$ cat src/rtl/reg_file_mp_pkg.sv
// Shared register-file definitions: architectural register indices, reset
// values for the global and stack pointers, and the register address type.
package regfile_pkg;

  localparam int REG_ZERO = 0;
  localparam int REG_GP   = 28;
  localparam int REG_SP   = 29;
  localparam int REG_FP   = 30;
  localparam int REG_RA   = 31;

  localparam logic [31:0] GP_INIT_DEF = 32'h1000_8000;
  localparam logic [31:0] SP_INIT_DEF = 32'h7FFF_EFFC;

  localparam int REG_ADDR_W = 5;
  typedef logic [REG_ADDR_W-1:0] reg_addr_t;

endpackage

$ cat src/rtl/reg_file_mp_if.sv
// Decode/writeback bus of the register file: read ports, write ports,
// issue/flush control and the scoreboard status returned to the hazard unit.
interface reg_file_mp_if #(
  parameter int DATA_W   = 32,
  parameter int NUM_REGS = 32,
  parameter int ADDR_W   = $clog2(NUM_REGS),
  parameter int NUM_RD   = 2,
  parameter int NUM_WR   = 2
);
  logic [NUM_RD*ADDR_W-1:0] Rd_addr;
  logic [NUM_RD*DATA_W-1:0] Rd_data;
  logic [NUM_RD-1:0]        Rd_busy;
  logic [NUM_WR-1:0]        Wr_en;
  logic [NUM_WR*ADDR_W-1:0] Wr_addr;
  logic [NUM_WR*DATA_W-1:0] Wr_data;
  logic                     Issue_en;
  logic [ADDR_W-1:0]        Issue_addr;
  logic                     Flush;
  logic                     Wr_conflict;
  logic [NUM_REGS-1:0]      Busy_vec;

  modport master (
    output Rd_addr, Wr_en, Wr_addr, Wr_data, Issue_en, Issue_addr, Flush,
    input  Rd_data, Rd_busy, Wr_conflict, Busy_vec
  );

  modport slave (
    input  Rd_addr, Wr_en, Wr_addr, Wr_data, Issue_en, Issue_addr, Flush,
    output Rd_data, Rd_busy, Wr_conflict, Busy_vec
  );
endinterface

$ cat src/rtl/reg_file_mp_scoreboard.sv
// Pending-write scoreboard: one busy bit per register, set at issue, cleared
// by writeback, wiped by flush. Register 0 is never marked busy.
module regfile_scoreboard
  import regfile_pkg::*;
#(
  parameter int NUM_REGS = 32,
  parameter int ADDR_W   = $clog2(NUM_REGS),
  parameter int NUM_WR   = 2
) (
  input  logic                     clk,
  input  logic                     rst_n,
  input  logic                     issue_en,
  input  logic [ADDR_W-1:0]        issue_addr,
  input  logic                     flush,
  input  logic [NUM_WR-1:0]        wr_ok,
  input  logic [NUM_WR*ADDR_W-1:0] wr_addr,
  output logic [NUM_REGS-1:0]      busy_vec
);

  logic [NUM_REGS-1:0] set_mask;
  logic [NUM_REGS-1:0] clr_mask;
  logic [NUM_REGS-1:0] busy;

  always_comb begin
    set_mask = '0;
    clr_mask = '0;
    if (issue_en && issue_addr != ADDR_W'(REG_ZERO))
      set_mask[issue_addr] = 1'b1;
    for (int w = 0; w < NUM_WR; w++)
      if (wr_ok[w])
        clr_mask[wr_addr[w*ADDR_W +: ADDR_W]] = 1'b1;
  end

  // A same-cycle issue beats the writeback clear: the new producer supersedes the old.
  always_ff @(posedge clk or negedge rst_n) begin
    if (!rst_n)
      busy <= '0;
    else if (flush)
      busy <= '0;
    else
      busy <= set_mask | (busy & ~clr_mask);
  end

  assign busy_vec = busy;

endmodule

$ cat src/rtl/reg_file_mp.sv
// Multi-port register file with write-through bypass, higher-port-wins write
// arbitration, a registered same-address write conflict flag and a scoreboard.
module reg_file_mp
  import regfile_pkg::*;
#(
  parameter int               DATA_W   = 32,
  parameter int               NUM_REGS = 32,
  parameter int               ADDR_W   = $clog2(NUM_REGS),
  parameter int               NUM_RD   = 2,
  parameter int               NUM_WR   = 2,
  parameter int               BYPASS   = 1,
  parameter logic [DATA_W-1:0] GP_INIT = DATA_W'(GP_INIT_DEF),
  parameter logic [DATA_W-1:0] SP_INIT = DATA_W'(SP_INIT_DEF)
) (
  input  logic         CLK,
  input  logic         RESET_N,
  reg_file_mp_if.slave bus
);

  logic [DATA_W-1:0]        regs [NUM_REGS];
  logic [ADDR_W-1:0]        wa   [NUM_WR];
  logic [DATA_W-1:0]        wd   [NUM_WR];
  logic [NUM_WR-1:0]        wr_ok;
  logic                     conflict;
  logic                     conflict_q;
  logic [NUM_REGS-1:0]      busy_vec;
  logic [NUM_RD*DATA_W-1:0] rd_data;
  logic [NUM_RD-1:0]        rd_busy;

  function automatic logic [DATA_W-1:0] reset_val(input int r);
    if (r == REG_GP) return GP_INIT;
    if (r == REG_SP) return SP_INIT;
    return '0;
  endfunction

  always_comb begin
    for (int w = 0; w < NUM_WR; w++) begin
      wa[w]    = bus.Wr_addr[w*ADDR_W +: ADDR_W];
      wd[w]    = bus.Wr_data[w*DATA_W +: DATA_W];
      wr_ok[w] = bus.Wr_en[w] && (wa[w] != ADDR_W'(REG_ZERO));
    end
  end

  // Later ports are applied last, so the highest-index port wins a collision.
  always_ff @(posedge CLK or negedge RESET_N) begin
    if (!RESET_N) begin
      for (int r = 0; r < NUM_REGS; r++)
        regs[r] <= reset_val(r);
    end else begin
      for (int w = 0; w < NUM_WR; w++)
        if (wr_ok[w])
          regs[wa[w]] <= wd[w];
    end
  end

  always_comb begin
    conflict = 1'b0;
    for (int i = 0; i < NUM_WR; i++)
      for (int j = i + 1; j < NUM_WR; j++)
        if (wr_ok[i] && wr_ok[j] && (wa[i] == wa[j]))
          conflict = 1'b1;
  end

  always_ff @(posedge CLK or negedge RESET_N) begin
    if (!RESET_N)
      conflict_q <= 1'b0;
    else
      conflict_q <= conflict;
  end

  regfile_scoreboard #(
    .NUM_REGS (NUM_REGS),
    .ADDR_W   (ADDR_W),
    .NUM_WR   (NUM_WR)
  ) u_scoreboard (
    .clk        (CLK),
    .rst_n      (RESET_N),
    .issue_en   (bus.Issue_en),
    .issue_addr (bus.Issue_addr),
    .flush      (bus.Flush),
    .wr_ok      (wr_ok),
    .wr_addr    (bus.Wr_addr),
    .busy_vec   (busy_vec)
  );

  // A bypassed read also hides the busy bit: the value is already on the bus.
  always_comb begin
    for (int p = 0; p < NUM_RD; p++) begin
      logic [ADDR_W-1:0] ra;
      logic [DATA_W-1:0] val;
      logic              hit;
      ra  = bus.Rd_addr[p*ADDR_W +: ADDR_W];
      val = regs[ra];
      hit = 1'b0;
      if (BYPASS != 0)
        for (int w = 0; w < NUM_WR; w++)
          if (wr_ok[w] && (wa[w] == ra)) begin
            hit = 1'b1;
            val = wd[w];
          end
      if (ra == ADDR_W'(REG_ZERO))
        val = '0;
      rd_data[p*DATA_W +: DATA_W] = val;
      rd_busy[p] = busy_vec[ra] && !hit && (ra != ADDR_W'(REG_ZERO));
    end
  end

  assign bus.Rd_data     = rd_data;
  assign bus.Rd_busy     = rd_busy;
  assign bus.Wr_conflict = conflict_q;
  assign bus.Busy_vec    = busy_vec;

endmodule

$ cat src/flat_wrapper.sv
// flat-port wrapper written by rule: the top's interface ports become plain ports
module reg_file_mp_flat import regfile_pkg::*;
#(
  parameter int               DATA_W   = 32,
  parameter int               NUM_REGS = 32,
  parameter int               ADDR_W   = $clog2(NUM_REGS),
  parameter int               NUM_RD   = 2,
  parameter int               NUM_WR   = 2,
  parameter int               BYPASS   = 1,
  parameter logic [DATA_W-1:0] GP_INIT = DATA_W'(GP_INIT_DEF),
  parameter logic [DATA_W-1:0] SP_INIT = DATA_W'(SP_INIT_DEF)
)
  (CLK, RESET_N, bus_Rd_addr, bus_Wr_en, bus_Wr_addr, bus_Wr_data, bus_Issue_en, bus_Issue_addr, bus_Flush, bus_Rd_data, bus_Rd_busy, bus_Wr_conflict, bus_Busy_vec);
  reg_file_mp_if #(.DATA_W(DATA_W), .NUM_REGS(NUM_REGS), .ADDR_W(ADDR_W), .NUM_RD(NUM_RD), .NUM_WR(NUM_WR)) bus_i ();
  input  logic CLK;
  input  logic RESET_N;
  input wire logic [$bits(bus_i.Rd_addr)-1:0] bus_Rd_addr;
  input wire logic [$bits(bus_i.Wr_en)-1:0] bus_Wr_en;
  input wire logic [$bits(bus_i.Wr_addr)-1:0] bus_Wr_addr;
  input wire logic [$bits(bus_i.Wr_data)-1:0] bus_Wr_data;
  input wire logic [$bits(bus_i.Issue_en)-1:0] bus_Issue_en;
  input wire logic [$bits(bus_i.Issue_addr)-1:0] bus_Issue_addr;
  input wire logic [$bits(bus_i.Flush)-1:0] bus_Flush;
  output wire logic [$bits(bus_i.Rd_data)-1:0] bus_Rd_data;
  output wire logic [$bits(bus_i.Rd_busy)-1:0] bus_Rd_busy;
  output wire logic [$bits(bus_i.Wr_conflict)-1:0] bus_Wr_conflict;
  output wire logic [$bits(bus_i.Busy_vec)-1:0] bus_Busy_vec;
  assign bus_i.Rd_addr = bus_Rd_addr;
  assign bus_i.Wr_en = bus_Wr_en;
  assign bus_i.Wr_addr = bus_Wr_addr;
  assign bus_i.Wr_data = bus_Wr_data;
  assign bus_i.Issue_en = bus_Issue_en;
  assign bus_i.Issue_addr = bus_Issue_addr;
  assign bus_i.Flush = bus_Flush;
  assign bus_Rd_data = bus_i.Rd_data;
  assign bus_Rd_busy = bus_i.Rd_busy;
  assign bus_Wr_conflict = bus_i.Wr_conflict;
  assign bus_Busy_vec = bus_i.Busy_vec;
  reg_file_mp #(.DATA_W(DATA_W), .NUM_REGS(NUM_REGS), .ADDR_W(ADDR_W), .NUM_RD(NUM_RD), .NUM_WR(NUM_WR), .BYPASS(BYPASS), .GP_INIT(GP_INIT), .SP_INIT(SP_INIT)) u_core (.CLK(CLK), .RESET_N(RESET_N), .bus(bus_i));
endmodule
$ cat config.mk
export PLATFORM = sky130hd
export DESIGN_NAME = reg_file_mp_flat
export DESIGN_NICKNAME = d
export VERILOG_FILES = /design/src/rtl/reg_file_mp_pkg.sv /design/src/rtl/reg_file_mp_if.sv /design/src/rtl/reg_file_mp_scoreboard.sv /design/src/rtl/reg_file_mp.sv /design/src/flat_wrapper.sv
export SDC_FILE = /design/constraint.sdc
export NUM_CORES = 2
export LEC_CHECK = 0
export ABC_CLOCK_PERIOD_IN_PS = 5230
export CAP_MARGIN = 40
export CORE_ASPECT_RATIO = 0.7
export CORE_UTILIZATION = 40
export CTS_CLUSTER_DIAMETER = 40
export DETAILED_ROUTE_END_ITERATION = 12
export PLACE_DENSITY = 0.56
export SETUP_SLACK_MARGIN = 0.5
export SLEW_MARGIN = 20
export SYNTH_ARGS = -nofsm -noshare
export SYNTH_HDL_FRONTEND = slang
export SYNTH_HIERARCHICAL = 1
export SYNTH_SLANG_ARGS = --single-unit
$ cat constraint.sdc
create_clock -name CLK -period 5.23 [get_ports CLK]
set_input_delay 1.046 -clock CLK [delete_from_list [all_inputs] [get_ports CLK]]
set_output_delay 1.046 -clock CLK [all_outputs]
set_load 0.02 [all_outputs]
After elaboration in Yosys (flattened, before gate mapping):

Cells that the tools add are included.

* magnitude comparators: 14
* eq/ne operators: 5
* mux-type cells: 39
* bitwise operators: 8
* reduce and logical (&&, ||, !) cells: 27

Operators by type and width (number)
* bitwise mux 1024 bit: 2
* 2-to-1 mux 1024 bit: 2
* 2-to-1 mux 32 bit: 16
* binary-select mux 32 bit (select 5 bit): 2
* demux 32 bit (select 5 bit): 2
* bitwise OR 32 bit: 2
* bitwise AND 32 bit: 1
* inverter 32 bit: 1
* less-than comparator 5 x 6 -> 1 bit (second input constant): 5
* == test 5 bit: 5
* nonzero test 5 bit: 5
* greater-or-equal comparator 6 bit (second input constant): 4
* inverter 5 -> 6 bit: 4
* logical AND 1 bit: 18
* demux 1 bit (select 5 bit): 3
* greater-or-equal comparator 5 x 1 -> 1 bit (second input constant): 3
* less-than comparator 6 x 1 -> 1 bit (second input constant): 2
* binary-select mux 1 bit (select 5 bit): 2
* logical NOT 5 bit: 2
* 2-to-1 mux 1 bit: 10
* logical NOT 1 bit: 2

* bits in registers: 1057
* input port bits: 95
* output and inout bits: 99
* logic and storage cells: 127

Longest topological paths before layout:

* depth after elaboration: 11
* mapped depth: 9
* mapped depth without buffers: 6

By module:

Netlist, hierarchy kept.

By module, submodules not included
* reg_file_mp: times used 1, cells each 6412, area each 65788.1 µm², sequential area each 25687.1 µm²
* regfile_scoreboard: times used 1, cells each 180, area each 1732.9 µm², sequential area each 800.8 µm²

Worst setup path after synthesis:

Ideal clock, no wire load.

* path kind: input -> output
* start: input bus_Rd_addr[2]
* end: output bus_Rd_data[25]
* data arrival time: 2949 ps
* required time: 4184 ps
* setup slack: 1235 ps
* stages: 8
* path buffers: 3
* cell sequence: buf_2 > or3b_2 > buf_2 > clkbuf_1 > o221ai_1 > a21oi_1 > a22o_1 > o31ai_1

* word-level cells in the longest chain between the ends: 7
* elaborated cells between the ends (all ways): 12
* those cells by class: 2 x eq/ne; 6 x mux; 1 x bitwise; 3 x reduce/logical

RTL lines
* from (decl): RTL line flat_wrapper.sv:17 `input wire logic [$bits(bus_i.Rd_addr)-1:0] bus_Rd_addr;`
* inverter 5 -> 6 bit (not written as such): RTL line reg_file_mp.sv:93 `val = regs[ra];`
* binary-select mux 32 bit (select 5 bit): RTL line reg_file_mp.sv:93
* 2-to-1 mux 32 bit (not written as such) (2 in series): RTL line reg_file_mp.sv:93
* 2-to-1 mux 32 bit (2 in series): RTL line reg_file_mp.sv:97 `if (wr_ok[w] && (wa[w] == ra)) begin`
* 2-to-1 mux 32 bit (*): RTL line reg_file_mp.sv:101 `if (ra == ADDR_W'(REG_ZERO))`
* to (decl): RTL line flat_wrapper.sv:24 `output wire logic [$bits(bus_i.Rd_data)-1:0] bus_Rd_data;`

Mark *: on every way between the ends. The rest lies on a longest branch, timed or not. The select of a mux whose other input is x is not followed.

Worst setup path after layout:

* start: input bus_Rd_addr[9]
* end: output bus_Rd_data[45]

Same word-level chain as after synthesis.

==> out/qor.csv <==
metric;value;unit
setup_tns;0;ns
hold_buffers;0;
peakVddDrop;0.353;mV
overflow;0;
combPwrFrac;0.262;
drt-initial-drc-count;8820;
syn_to_final_growth;18.2;%
status;completed;
pwr_density_cell;383;nW/um^2
total_power;30.6;mW
clkPwrFrac;0.343;
hold_viol;0;
syn-num-nets;6687;
seqPwrFrac;0.395;
place.gp.congestion;0.955;
crit_fanout;10;
crit_arrival;3.79;ns
crit_type;in -> out;
period_share;0.925;
num-fill-cells;15100;
final_core_util;0.479;
port_buffers;193;
final-setup-viol-count;0;
fmax;207;MHz
swShare;0.329;
drc_errors;0;
cts.reportedPaths.clkPinSlew;0.05;ns
synth_edf_count;0;
fp.dieH;346;um
grt_pass1_vias;54500;
slew_headroom;0.374;
seqCellArea;26500;sq um
ys_ff_latch;1057;
antenna_found_initial;19;
synth_common_cells;mux2i_1 (1,220), dfrtp_1 (1,027), a21oi_1 (821), nor2_1 (678), clkbuf_1 (485);
track_usage;0.353;
cap_violations;0;
finalClockSkew;0;ns
cts_tree;yes;
first_pass_iters;6;
grt_max_degree;124;
htree_levels;4;
rsz0062_at_grt;true;
cts_buffer_depth;3;
report.final.slew_viol_count;0;
worstSkewPairLatency;0.82;ns
syn_area;67500;sq um
wl_per_cell;34.3;um
ys.flop_type;dfrtp_1;
dp_hpwl;197000;um
yosysWarnings;6;
final_area;79800;sq um
yosysMostFrequentCell;mux2i_1;
wl;307000;um
ant_nets;0;
ys_types;65;
dieWidth;493;um
yosysSeqAreaShare;0.392;
drive_above_1_share;0.203;
period_needed;4.84;ns
end_kind;output pin;
vias;58800;
routed_via_density;6.59;
crit_path_start_kind;input pin;
cp.required;4.18;ns
die_area;170000;sq um
yosys.area.top_type;dfrtp_1;
switching_power;10.1;mW
hold_path_class;in -> async;
clock-sinks;1057;
synth_top_area_frac;0.381;
synthTopCellsByArea;dfrtp_1 (38%), mux2i_1 (18%), mux4_2 (14%), a21oi_1 (6.1%), nor2_1 (3.8%);
start_util;0.405;
synth.avg_cell_area;10.2;sq um
cts_root_buf;clkbuf_16;
placed_area;74300;sq um
core;167000;sq um
num-nets-final;6682;
ios;194;
async_reset_ff_frac;1.00;
syn_inst;6592;
rows;125;
p_leak;34.1;nW
intPower;20.5;mW
numCtsBuffers;146;
multi_input_area;38100;sq um
tightestPinTransition;0.937;ns
grt_pass1_wl;432000;um
[worst max-delay path, cell delays in order]
cell and delay [ns]:
clkdlybuf4s50_1 0.43, buf_6 0.16, buf_12 0.15, buf_4 0.15, nor2_4 0.17, buf_12 0.15
buf_4 0.26, a22oi_1 0.20, a211o_1 0.46, o221ai_2 0.36, buf_4 0.22
[state kept, by name (all words and copies together), names as in the netlist]
name / count
u_core/bus.Wr_conflict: 1
u_core/regs: 1024
u_core/u_scoreboard/busy_vec: 32
[power groups by stage]
stage | logic, mW | registers [mW] | clock network, mW
global placement | 7.69 | 12.0 | 0
global route | 8.48 | 12.3 | 10.9
finish | 8.03 | 12.1 | 10.5
floorplan | 5.26 | 11.5 | 0
CTS | 7.84 | 12.0 | 10.6
detailed placement | 7.83 | 12.1 | 0
[cell families (layout without fill, tap and decap cells)]
group / Yosys count / after routing / synth area share
compound gates: 1579 / 1579 / 0.137
xor+xnor: 25 / 25 / 0.00324
buf+inv: 878 / 990 / 0.0548
flops: 1057 / 1057 / 0.392
mux: 1673 / 1673 / 0.325
other cells: 0 / 4 / 0
simple gates: 1380 / 1380 / 0.0877
[per-layer routing]
layer  share of wire  up-vias  routed length [um]  GRT usage
li1                -    24200                   -          -
met1            0.41    29700              125000      0.498
met2            0.41     4224              125000      0.481
met3            0.14      728               42200      0.127
met4           0.048       16               14600      0.152
met5         0.00051        -                 156    0.00252
[what timing repair did]
action | 4_1_cts | 5_1_grt
pin swaps | 3 | 9
cloned | 2 | 0
setup buffers | 8 | 10
endpoints found under the setup margin | 64 | 27
gates resized for setup | 102 | 24
[final timing paths]
kind | start | to | slack [ns] | depth (start not counted)
max in group asynchronous | RESET_N | u_core/regs[184] | 3.60 | 2
max | bus_Rd_addr[9] | bus_Rd_data[45] | 0.39 | 11
min | RESET_N | u_core/regs[289] | 0.27 | 1
min in group CLK | u_core/regs[1022] | u_core/regs[1022] | 0.40 | 0
min reg2reg | u_core/regs[1022] | u_core/regs[1022] | 0.40 | 0
max reg2reg | u_core/regs[90] | u_core/regs[90] | 4.35 | 2
[layout by cell type (no fill, tap or decap), types with 51 or more instances in the layout]
cell type	Yosys	layout
mux2i_1	1220	1219
dfrtp_1	1027	1027
a21oi_1	821	821
nor2_1	678	651
mux4_2	411	411
nand2_1	410	378
buf_4	41	346
o21ai_0	294	294
clkbuf_16	0	149
clkdlybuf4s50_1	0	114
buf_12	0	110
a22oi_1	87	87
o22ai_1	78	78
o221ai_1	77	71
inv_1	65	65
nor2b_1	54	51
[area by class of cell]
| class | instances | area share |
|---|---|---|
| multi-input combinational | 4657 | 0.477 |
| sequential | 1057 | 0.332 |
| timing repair buffer | 658 | 0.0905 |
| clock buffer | 185 | 0.0504 |
| tap | 2222 | 0.0348 |
| clock inverter | 80 | 0.0125 |
| inverter | 67 | 0.00315 |
| antenna | 4 | 0.000125 |
[through the flow]
step	hold WS [ns]	instances	worst slack (ns)
floorplan	0.441	6592	1.24
global placement	0.381	8608	0.0434
detailed placement	0.385	8636	0.0555
CTS	0.294	8911	0.314
global route	0.298	8926	0.463
finish	0.267	8930	0.391
(Power assumes the default switching activity.)
